<file path="config.mk">
export PLATFORM = sky130hd
export DESIGN_NAME = grid_score_accum
export DESIGN_NICKNAME = d
export VERILOG_FILES = /design/src/rtl/grid_score_accum.sv
export SDC_FILE = /design/constraint.sdc
export NUM_CORES = 1
export LEC_CHECK = 0
export CAP_MARGIN = 20
export CORE_MARGIN = 4
export CORE_UTILIZATION = 25
export DETAILED_ROUTE_END_ITERATION = 8
export HOLD_SLACK_MARGIN = 0.12
export PLACE_DENSITY = 0.48
export SYNTH_ARGS = -nofsm -noshare
export SYNTH_HDL_FRONTEND = slang
export SYNTH_SLANG_ARGS = --single-unit
</file>
<file path="constraint.sdc">
create_clock -name clk -period 6.45 [get_ports clk]
set_clock_uncertainty 0.2 [all_clocks]
set_input_delay 1.29 -clock clk [delete_from_list [all_inputs] [get_ports clk]]
set_output_delay 1.29 -clock clk [all_outputs]
set_load 0.05 [all_outputs]
</file>
<file path="src/rtl/grid_score_accum.sv">
// grid_score_accum: walks a snapshotted tile board one cell per clock, summing 2^code with saturation.
// Define GRID_SCORE_BEST_EN to add the best_score register and its clear_best input.
module grid_score_accum #(
   parameter int CELLS     = 16,
   parameter int EXP_W     = 4,
   parameter int SCORE_W   = 32,
   parameter int SKIP_CODE = 12
) (
   input  logic                   clk,
   input  logic                   rst_n,
   input  logic                   start,
   input  logic [CELLS*EXP_W-1:0] board,
`ifdef GRID_SCORE_BEST_EN
   input  logic                   clear_best,
   output logic [SCORE_W-1:0]     best_score,
`endif
   output logic                   busy,
   output logic                   done,
   output logic [SCORE_W-1:0]     score,
   output logic [EXP_W-1:0]       max_exp,
   output logic                   overflow
);

   localparam int IDX_W = (CELLS > 1) ? $clog2(CELLS) : 1;
   localparam logic [IDX_W-1:0] IDX_LAST = IDX_W'(CELLS - 1);
   localparam logic [EXP_W-1:0] SKIP = EXP_W'(SKIP_CODE);
   localparam logic [SCORE_W:0] SAT_VAL = {1'b0, {SCORE_W{1'b1}}};

   localparam logic [1:0] IDLE = 2'd0;
   localparam logic [1:0] SCAN = 2'd1;
   localparam logic [1:0] DONE = 2'd2;

   logic [1:0]             state_reg;
   logic [IDX_W-1:0]       idx_reg;
   logic [CELLS*EXP_W-1:0] snap_reg;
   logic [SCORE_W:0]       acc_reg;
   logic [EXP_W-1:0]       maxe_reg;
   logic                   sat_reg;

   logic [EXP_W-1:0]       cell_arr [CELLS];
   logic [EXP_W-1:0]       cell_code;
   logic                   counted;
   logic [SCORE_W:0]       contrib;
   logic [SCORE_W:0]       sum_wide;
   logic [SCORE_W:0]       acc_next;
   logic [EXP_W-1:0]       maxe_next;
   logic                   sat_next;

   genvar gi;
   generate
      for (gi = 0; gi < CELLS; gi = gi + 1) begin : g_cell
         assign cell_arr[gi] = snap_reg[gi*EXP_W +: EXP_W];
      end
   endgenerate

   // The accumulator's top bit stays clear, so any carry into it marks saturation.
   always_comb begin
      cell_code = cell_arr[idx_reg];
      counted   = (cell_code != '0) && (cell_code != SKIP);
      contrib   = '0;
      if (counted) begin
         contrib = {{SCORE_W{1'b0}}, 1'b1} << cell_code;
      end
      sum_wide  = acc_reg + contrib;
      sat_next  = sat_reg || sum_wide[SCORE_W];
      acc_next  = sat_next ? SAT_VAL : sum_wide;
      maxe_next = maxe_reg;
      if (counted && (cell_code > maxe_reg)) begin
         maxe_next = cell_code;
      end
   end

   assign busy = (state_reg != IDLE);

   always_ff @(posedge clk or negedge rst_n) begin
      if (!rst_n) begin
         state_reg <= IDLE;
         idx_reg   <= '0;
         snap_reg  <= '0;
         acc_reg   <= '0;
         maxe_reg  <= '0;
         sat_reg   <= 1'b0;
         done      <= 1'b0;
         score     <= '0;
         max_exp   <= '0;
         overflow  <= 1'b0;
      end else begin
         done <= 1'b0;
         case (state_reg)
            IDLE: begin
               if (start) begin
                  snap_reg  <= board;
                  idx_reg   <= '0;
                  acc_reg   <= '0;
                  maxe_reg  <= '0;
                  sat_reg   <= 1'b0;
                  state_reg <= SCAN;
               end
            end
            SCAN: begin
               acc_reg  <= acc_next;
               maxe_reg <= maxe_next;
               sat_reg  <= sat_next;
               if (idx_reg == IDX_LAST) begin
                  idx_reg   <= '0;
                  state_reg <= DONE;
               end else begin
                  idx_reg <= idx_reg + 1'b1;
               end
            end
            DONE: begin
               score     <= acc_reg[SCORE_W-1:0];
               max_exp   <= maxe_reg;
               overflow  <= sat_reg;
               done      <= 1'b1;
               state_reg <= IDLE;
            end
            default: state_reg <= IDLE;
         endcase
      end
   end

`ifdef GRID_SCORE_BEST_EN
   // A clear on the same edge as a result update takes priority.
   always_ff @(posedge clk or negedge rst_n) begin
      if (!rst_n) begin
         best_score <= '0;
      end else if (clear_best) begin
         best_score <= '0;
      end else if ((state_reg == DONE) && (acc_reg[SCORE_W-1:0] > best_score)) begin
         best_score <= acc_reg[SCORE_W-1:0];
      end
   end
`endif

endmodule

</file>
==> summary.txt, run 1 <==
Final layout
  – Largest register FFs: 64
  – Most common cell after layout, fill and taps aside: nand2_1
  – Most frequent cells in the layout: nand2_1, dfrtp_1, clkdlybuf4s50_1
  – Final Non-Filler Cells: between 1000 and 1500
  – Area Overhead vs Synth: 26.7%
  – Share of cells above drive strength 1: 11.0%
  – Post-route cell area: 9430 um^2
  – # fillers: ~3000
  – Final nets: a little over 900
  – ANT cells: 0

STA
  – Final period util: about 81%
  – Slew HR: 31.6%
  – Final Hold Fails: 0
  – Pins Over Slew Limit: 0
  – Unrepaired setup endpoints after global routing: false
  – Worst hold slack: 267 ps
  – Max Fclk: 0.192 GHz
  – Worst slew pin tran: roughly 1000 ps
  – Number of setup violations in the final report: 0
  – Setup TNS: 0 ps
  – Minimum clock period: 5210 ps

Placement
  – Number of port buffers: roughly 110
  – GP Congestion: about 0.8
  – Post-DP HPWL: roughly 13000 um
  – Placed cell count: between 1000 and 1500
  – Placed cell areas: roughly 9000 um^2

Logic synthesis
  – Sequential share of the synthesized area: about half
  – Synth Flop Type: dfrtp_1
  – Seq cells post-synth: 146
  – EDFF count, synth: 0
  – FFs w/ async S/R, synth: 100%
  – Post-Syn Instances: about 750
  – Yosys Warn Count: 0
  – Netlist cell types: 64
  – Avg Inst Size Synth: just under 10 um^2
  – Synthesized area: ~7400 um^2

Clocking
  – Post_cts resized: 0
  – Clock Tree Root: clkbuf_16
  – Hold-fix buffers, CTS: 0
  – CTS tree: done
  – Worst-Skew Late Latency: between 400 and 500 ps
  – Sink Count: between 100 and 150
  – H-Tree Depth: 4
  – Clk slew on worst S/H paths: 60 ps
  – Post-CTS Setup Repair Bufs: 0
  – Clock buffer depth: 2
  – CTS buffer count: 17

Routing
  – Post-route DRC: 0
  – DR iter-0 viols: between 300 and 400
  – Post-route ant nets: 0
  – Routed via count: 5654
  – Via-per-instance ratio: around 4.6
  – Total wire length after detailed routing: between 15000 and 20000 um
  – Wire per inst: roughly 15 um
  – DR pass1 iterations: 4

GRT
  – First-pass GRT wire length: 31600 um
  – Largest net degree at the start of global routing: 101
  – All-layer global routing usage: a little under an eighth
  – Initial antenna violation count: 0
  – Number of global-route vias before repair: slightly below 6000
  – Remaining global-route overflow: 0

Critical path
  – Startpoint Class: flip-flop
  – Crit end category: flip-flop
  – Critical Path AT: 5300 ps
  – Reg2reg setup slack: 1240 ps
  – WS Path Type: reg -> reg
  – RR Endpoint: acc_reg[21]
  – Reg2Reg Launch Point: idx_reg[1]
  – Max Fanout on Critical Path: 33
  – Required @ worst endpoint: 6540 ps
  – R2R depth: 14

Floorplanning
  – Die height: 181 um
  – Io pins: 106
  – Die X: between 150 and 200 um
  – Core area: a little under 30000 um^2
  – Site Rows: 62
  – Initial core utilization: 25.7%
  – Die Area: 32600 um^2

Min path
  – Worst min path class: reg -> reg
  – Min-Delay Endpoint: snap_reg[6]
  – Worst Hold Path Cells: 2
  – HP Start: snap_reg[6]

Job
  – Max-cap check violation count: 0

Run status
  – Status: finished clean

Power
  – LEAKAGE: 4.28 nW
  – Total power: ~4.8 mW
  – Pwr dens: between 500 and 600 nW/um^2
  – Worst vdd ir: 0.328 mV
==> synthesized netlist by cell type (5+ instances only) <==
| cell type | count | area (um^2) |
|---|---|---|
| dfrtp_1 | 146 | 3650 |
| xor2_1 | 10 | 87.6 |
| clkbuf_1 | 25 | 93.8 |
| a221oi_2 | 5 | 75.1 |
| nor2_1 | 19 | 71.3 |
| a21o_1 | 6 | 45.0 |
| a31oi_1 | 6 | 37.5 |
| o21ai_0 | 18 | 90.1 |
| mux4_1 | 7 | 184 |
| buf_6 | 6 | 67.6 |
| and2_1 | 6 | 37.5 |
| buf_4 | 5 | 37.5 |
| nor2b_1 | 5 | 31.3 |
| ha_1 | 21 | 263 |
| mux2_2 | 31 | 349 |
| o311ai_1 | 12 | 105 |
| xnor2_1 | 6 | 52.6 |
| nand2_1 | 228 | 856 |
| nand3_1 | 34 | 170 |
| mux2i_1 | 16 | 160 |
| inv_1 | 16 | 60.1 |
| nor3_1 | 10 | 50.1 |
| o211ai_1 | 31 | 233 |
| a21oi_1 | 12 | 60.1 |
==> layout make-up <==
type | instances | area (um^2) | area share (%)
inverters | 16 | 60.1 | 0.637
multi-input cells | 546 | 3500 | 37.1
clock buffers | 19 | 443 | 4.69
well taps | 384 | 480 | 5.09
flip-flops and latches | 146 | 3650 | 38.7
repair buffers | 112 | 1120 | 11.9
clock inverters | 13 | 174 | 1.84
==> how the worst max path moves through the flow <==
stage / startpoint / end / cells past startpoint
after CTS: idx_reg[1] / acc_reg[21] / 14
after detailed placement: idx_reg[1] / acc_reg[21] / 14
after floorplan: idx_reg[0] / acc_reg[21] / 16
after global routing: idx_reg[1] / acc_reg[21] / 14
after global placement: idx_reg[1] / acc_reg[18] / 12
final: idx_reg[1] / acc_reg[21] / 14
==> stage by stage <==
step | setup slack, ps | utilization (%)
floorplan | 2650 | -
global placement | 1280 | 30.3
detailed placement | 1130 | 30.3
CTS | 1130 | 32.4
global route | 661 | 32.5
finish | 1240 | 32.5
==> logic make-up (layout without fill, tap and decap cells) <==
group	after synthesis	after routing	synth area share, %
other cells	1	2	0.0504
mux	56	56	9.76
simple gates	329	329	19.1
xor+xnor	16	16	1.88
flops	146	146	49.1
fa+ha+maj	22	22	3.80
buf+inv	60	160	4.15
compound gates	121	121	12.2
==> worst max-delay path: stages, from the launching register on <==
cell and delay, ps:
dfrtp_1 550, nor2b_1 720, a221oi_1 300, a22oi_1 220, nand2_1 310, nand2_1 230, nor3_1 70, ha_1 380
a21oi_1 200, nand2_1 100, a2111oi_2 350, nand3_1 190, a31oi_1 250, nand3_2 590, o311ai_0 380
==> layer usage <==
layer  share of wire [%]  vias to the layer above  global-route usage [%]  wire length [um]
met4                 1.0                        0                    3.15               195
met3                 4.4                       15                    3.13               834
met5                   0                        -                       0                 0
met1                  48                     2723                    16.4              9010
met2                  47                      103                    18.7              8920
li1                    -                     2813                       -                 -
==> report_power, final <==
group / switching, mW / internal (mW)
logic: 1.32 / 0.896
clock network: 0.421 / 0.628
registers: 0.237 / 1.25
total: 1.98 / 2.77
Power figures use the tool's default switching activity.
==> inputs of run 2 (changes only) <==
- PLACE_DENSITY: 0.48 -> 0.49
- clock period: 6.45 -> 4.2 ns (I/O delays scaled with it)
==> run 2 against run 1 <==
  * Sequential share of layout area decreased by 2.7 points
  * Global-route usage grew 0.18 points
  * Sequential power rose by 51%
  * Non-clock buffer count rose by 61
  * Critical path type unchanged
==> summary.txt, run 2 (same netlist as run 1, synthesis figures left out) <==
Placement
  – GP Congestion: 0.790 (-0.14%)
  – Placed cell areas: 9190 um^2 (+4.5%)
  – Number of port buffers: 105 (unchanged)
  – Placed cell count: 1251 (+4.0%)
  – Pre-CTS WS: -231 ps (-1360 ps)
  – Post-DP HPWL: 13800 um (+4.5%)

STA
  – Max Fclk: 0.247 GHz (+28%)
  – Minimum clock period: 4060 ps (-1150 ps)
  – Worst hold slack: 267 ps (-0.945 ps)
  – Worst slew pin tran: 1020 ps (-6.19 ps)
  – Pins Over Slew Limit: 0 (unchanged)
  – Final setup margin: 144 ps (-1100 ps)
  – Final period util: 96.6% (+16 points)
  – Final Hold Fails: 0 (unchanged)
  – Number of setup violations in the final report: 0 (unchanged)
  – Slew HR: 32.0% (+0.41 points)

Floorplanning
  – Die height: 181 um (unchanged)
  – Initial core utilization: 25.7% (unchanged)
  – Die X: 181 um (unchanged)
  – Io pins: 106 (unchanged)
  – Site Rows: 62 (unchanged)
  – Die Area: 32600 um^2 (unchanged)
  – Core area: 29000 um^2 (unchanged)

Critical path
  – Startpoint Class: flip-flop
  – Critical Path AT: 4140 ps (-1160 ps)
  – Max Fanout on Critical Path: 14 (-58%)
  – Crit end category: flip-flop
  – Required @ worst endpoint: 4280 ps (-2260 ps)
  – WS Path Type: reg -> reg

Min path
  – Worst min path class: reg -> reg

GRT
  – All-layer global routing usage: 12.1% (+0.18 points)
  – Largest net degree at the start of global routing: 72 (-29%)
  – First-pass GRT wire length: 32300 um (+2.4%)
  – Number of global-route vias before repair: 6031 (+4.4%)
  – Remaining global-route overflow: 0 (unchanged)
  – Initial antenna violation count: 0 (unchanged)

Routing
  – Post-route DRC: 0 (unchanged)
  – Via-per-instance ratio: 4.58 (+0.10%)
  – Routed via count: 5939 (+5.0%)
  – Total wire length after detailed routing: 19800 um (+4.4%)
  – Wire per inst: 15.3 um (-0.49%)
  – DR pass1 iterations: 4 (unchanged)
  – DR iter-0 viols: 317 (-9.7%)
  – Post-route ant nets: 0 (unchanged)

Final layout
  – # fillers: 2997 (-0.96%)
  – Area Overhead vs Synth: 36.3%
  – Final nets: 989 (+6.6%)
  – Most frequent cells in the layout: nand2_1, dfrtp_1, clkdlybuf4s50_1
  – Final core utilization: 35.0% (+2.5 points)
  – Multi-input logic area: 3700 um^2 (+5.8%)
  – Register area: 3650 um^2 (unchanged)
  – Post-route cell area: 10100 um^2 (+7.6%)
  – Most common cell after layout, fill and taps aside: nand2_1
  – ANT cells: 0 (unchanged)
  – Final Non-Filler Cells: 1297 (+4.9%)
  – Largest register FFs: 64 (unchanged)
  – Share of cells above drive strength 1: 21.4% (+10 points)

Clocking
  – CTS buffer count: 17 (unchanged)
  – Clock Tree Root: clkbuf_16
  – CTS tree: done
  – Clk slew on worst S/H paths: 70 ps (about the same)
  – H-Tree Depth: 4 (unchanged)
  – Clock buffer depth: 2 (unchanged)
  – Worst-Skew Late Latency: 430 ps (about the same)
  – Sink Count: 146 (unchanged)

Job
  – Max-cap check violation count: 0 (unchanged)

Power
  – Worst vdd ir: 0.404 mV (+23%)
  – Pwr dens: 807 nW/um^2 (+60%)
  – LEAKAGE: 4.62 nW (+8.0%)

Run status
  – Status: finished clean
## run 2: cell types whose count changed in the layout (fill, tap and decap cells not counted), moves of 4 or more
| cell | previous run | this run |
|---|---|---|
| mux2i_1 | 16 | 11 |
| a22oi_1 | 4 | 0 |
| a21oi_1 | 12 | 7 |
| o21ai_0 | 18 | 14 |
| nand2_2 | 1 | 6 |
| a22oi_2 | 1 | 5 |
| a21oi_2 | 1 | 5 |
| nand2_1 | 227 | 222 |
| buf_4 | 6 | 56 |
| buf_6 | 1 | 8 |
| mux2i_2 | 0 | 4 |
## run 2: through the flow
step	setup TNS [ps]	power, mW
after floorplan	0	4.89
after global placement	-185	6.22
after detailed placement	-4150	6.25
after CTS	0	7.90
after global routing	-683	8.87
final	0	8.19
## run 2: layout make-up
| class | instances | share of cell area (%) |
|---|---|---|
| tap | 384 | 4.73 |
| clock buffer | 18 | 4.33 |
| multi-input combinational | 546 | 36.5 |
| clock inverter | 14 | 1.65 |
| timing repair buffer | 173 | 16.2 |
| sequential | 146 | 36.0 |
| inverter | 16 | 0.592 |
## run 2: report_power, final
| part | total [mW] | switching [mW] | internal, mW |
|---|---|---|---|
| Sequential | 2.25 | 0.332 | 1.92 |
| Combinational | 4.36 | 2.38 | 1.98 |
| Clock | 1.58 | 0.665 | 0.911 |
| Total | 8.19 | 3.38 | 4.81 |
## run 2: metal layers
layer / vias up / GRT usage, % / wire length (um)
met5: - / 0 / 0
met4: 0 / 2.69 / 249
met3: 18 / 3.17 / 748
met2: 110 / 19.1 / 9350
met1: 2857 / 16.7 / 9450
li1: 2954 / - / -
## run 2: path summary, 6_finish.rpt
kind | slack (ps) | end | startpoint | depth (start not counted)
max | 140 | acc_reg[16] | idx_reg[0] | 17
min | 270 | snap_reg[15] | snap_reg[15] | 2
max reg2reg | 140 | acc_reg[16] | idx_reg[0] | 17
min reg2reg | 270 | snap_reg[15] | snap_reg[15] | 2
max in group asynchronous | 2200 | snap_reg[46] | rst_n | 3
min in group asynchronous | 670 | score[10] | rst_n | 2
## run 2: repair_timing
item	4_1_cts	5_1_grt
cloned	0	2
hold endpoints to repair	27	0
buffers inserted	1	10
pin swaps	1	25
hold buffers	1	0
gates resized for setup	4	59
endpoints found under the setup margin	33	33
## run 2: critical path, cell delays in order, from the launching register on
cell and delay (ps):
dfrtp_1 420, buf_6 170, buf_4 150, mux2i_2 160, a221oi_2 360, a22oi_2 160, nand2_4 140, buf_6 110
nand2_2 60, nor2_1 180, ha_1 320, and2_1 190, a2111oi_2 390, nand3_2 160, a31o_2 280, nand3_4 150
buf_12 160, o311ai_0 130
==> inputs of run 3 (changes only) <==
- CORE_UTILIZATION: 25 -> 50
- PLACE_DENSITY: 0.49 -> 0.82
==> run 3 against run 2 <==
  * The run now ends with negative setup slack left
  * Non-clock buffer count down 26
  * Count of clock-buffer cells in the layout up 6
  * Die area down 48%
  * Largest power group unchanged
  * Register-to-register slack worse by 230 ps
  * Setup slack worse by 230 ps
  * Via count up 3.3%
  * Global-route usage up 9.1 points
  * Fmax down 5.3%
  * Routed wire length down 8.2%
  * Critical path depth down 2
==> summary.txt, run 3 (same netlist as run 1, synthesis figures left out) <==
Floorplanning
  – Die Area: 16900 um^2 (-48%)
  – Core area: 14500 um^2 (-50%)
  – Die height: 130 um (-28%)
  – Io pins: 106 (unchanged)
  – Initial core utilization: 51.2% (+26 points)
  – Die X: 130 um (-28%)
  – Site Rows: 44 (-29%)

STA
  – Setup TNS: -84.6 ps (-84.6 ps)
  – Worst slew pin tran: 1060 ps (+41.2 ps)
  – Max Fclk: 0.233 GHz (-5.3%)
  – Slew HR: 29.3% (-2.7 points)
  – Final setup margin: -84.6 ps (-229 ps)
  – Final Hold Fails: 0 (unchanged)
  – Minimum clock period: 4280 ps (+229 ps)
  – Number of setup violations in the final report: 1 (+1)
  – Unrepaired setup endpoints after global routing: true
  – Final period util: 102% (+5.4 points)
  – Worst hold slack: 239 ps (-27.8 ps)
  – Pins Over Slew Limit: 0 (unchanged)

Clocking
  – Sink Count: 146 (unchanged)
  – CTS tree: done
  – Clock buffer depth: 2 (unchanged)
  – Hold-fix buffers, CTS: 0 (-1)
  – Clock Tree Root: clkbuf_16
  – Clk slew on worst S/H paths: 60 ps (about the same)
  – Worst-Skew Late Latency: 430 ps (about the same)
  – H-Tree Depth: 4 (unchanged)
  – CTS buffer count: 17 (unchanged)

Final layout
  – Share of cells above drive strength 1: 18.5% (-2.9 points)
  – Post-route cell area: 9710 um^2 (-4.4%)
  – Final nets: 964 (-2.5%)
  – # fillers: 1111 (-63%)
  – ANT cells: 0 (unchanged)
  – Most common cell after layout, fill and taps aside: nand2_1
  – Area Overhead vs Synth: 30.4%
  – Most frequent cells in the layout: nand2_1, dfrtp_1, clkdlybuf4s50_1
  – Largest register FFs: 64 (unchanged)

GRT
  – Number of global-route vias before repair: 5776 (-4.2%)
  – Initial antenna violation count: 0 (unchanged)
  – All-layer global routing usage: 21.2% (+9.1 points)
  – Largest net degree at the start of global routing: 101 (+40%)
  – First-pass GRT wire length: 28300 um (-13%)
  – Remaining global-route overflow: 0 (unchanged)

Power
  – Combinational share of power: 52.8% (-0.5 points)
  – Clock Power Share: 19.2% (about the same)
  – LEAKAGE: 4.49 nW (-2.9%)
  – Internal Power: 4.70 mW (-2.3%)
  – Pwr dens: 828 nW/um^2 (+2.6%)
  – Worst vdd ir: 0.488 mV (+21%)
  – Sequential share of power: 28.0% (+0.5 points)
  – Psw: 3.34 mW (-1.3%)
  – Net Sw Frac: 41.5% (+0.25 points)

Routing
  – Wire per inst: 17.0 um (+11%)
  – Post-route ant nets: 0 (unchanged)
  – Total length of routed met3 wires: 1090 um (+46%)
  – Routed via count: 6133 (+3.3%)
  – Met2 routed WL: 9070 um (-3.0%)
  – Max Used Layer: met4
  – DR iter-0 viols: 516 (+63%)
  – WL met1: 7650 um (-19%)
  – Via-per-instance ratio: 5.72 (+25%)
  – Total wire length after detailed routing: 18200 um (-8.2%)
  – Post-route DRC: 0 (unchanged)
  – DR pass1 iterations: 5 (+1)

Critical path
  – Max Fanout on Critical Path: 11 (-3)
  – Crit end category: flip-flop
  – Critical Path AT: 4380 ps (+240 ps)
  – WS Path Type: reg -> reg
  – Startpoint Class: flip-flop
  – Required @ worst endpoint: 4300 ps (+20 ps)

Placement
  – Number of port buffers: 105 (unchanged)
  – GP Congestion: 0.886 (+12%)
  – Post-DP HPWL: 11600 um (-16%)
  – Placed cell areas: 8740 um^2 (-4.9%)

Job
  – Max-cap check violation count: 0 (unchanged)

Run status
  – Status: finished, violations left
  – Violated checks: negative setup slack

Min path
  – Worst min path class: in -> async
[run 3: changes by cell type in the layout (fill, tap and decap cells not counted), moves of 4 or more]
cell | previous run | this run
buf_4 | 56 | 34
buf_6 | 8 | 2
clkbuf_8 | 1 | 6
mux2i_1 | 11 | 15
[run 3: what timing repair did]
action,CTS,global route
buffers inserted,1,12
gates cloned,1,3
resized for setup,7,44
endpoints found under the setup margin,14,33
pin swaps,2,22
[run 3: layout make-up]
class / instances / area [um^2] / share of cell area, %
Multi-Input combinational cell: 547 / 3700 / 38.1
Sequential cell: 146 / 3650 / 37.7
Timing Repair Buffer: 147 / 1450 / 15.0
Clock buffer: 24 / 512 / 5.27
Tap cell: 184 / 230 / 2.37
Clock inverter: 8 / 98.8 / 1.02
Inverter: 16 / 60.1 / 0.619
[run 3: power groups by stage]
stage	Combinational [mW]	Sequential (mW)	Clock, mW
after CTS	3.75	2.24	1.56
final	4.24	2.25	1.54
after global routing	4.62	2.32	1.63
after detailed placement	3.64	2.26	0
after global placement	3.56	2.23	0
after floorplan	2.46	2.42	0
[run 3: worst max-delay path, cell delays in order (launching register included)]
cell       delay [ps]
dfrtp_2           410
buf_12            170
mux4_1            590
a22oi_2           250
nand2_4            80
buf_4             170
nor4_2            210
ha_1              310
a21oi_1           190
o21ai_0           170
buf_4             180
o2111ai_1         300
a21boi_0          250
o41ai_2           380
xor2_1            180
o211ai_1          100
[run 3: per-stage QoR]
step	power, mW	worst slack (ps)	utilization [%]	cells
after global routing	8.56	-191	66.8	1072
final	8.04	-84.6	66.8	1072
after floorplan	4.89	399	-	752
after detailed placement	5.90	-143	60.1	1023
after global placement	5.78	-30.3	60.1	1023
after CTS	7.55	4.90	64.7	1057
[run 3: layer usage]
layer  track usage (%)  vias to the layer above
met2              34.2                      192
met1              27.6                     3015
li1                  -                     2894
met3              5.94                       32
met5                 0                        -
met4              7.27                        0
[run 3: final timing paths]
kind | end | slack, ps | depth (start not counted) | start
max in group asynchronous | snap_reg[13] | 2760 | 2 | rst_n
hold reg to reg | snap_reg[47] | 270 | 2 | snap_reg[47]
min in group clk | snap_reg[47] | 270 | 2 | snap_reg[47]
hold / removal | score[9] | 240 | 1 | rst_n
setup reg to reg | acc_reg[12] | -80 | 15 | idx_reg[0]
setup / recovery | acc_reg[12] | -80 | 15 | idx_reg[0]
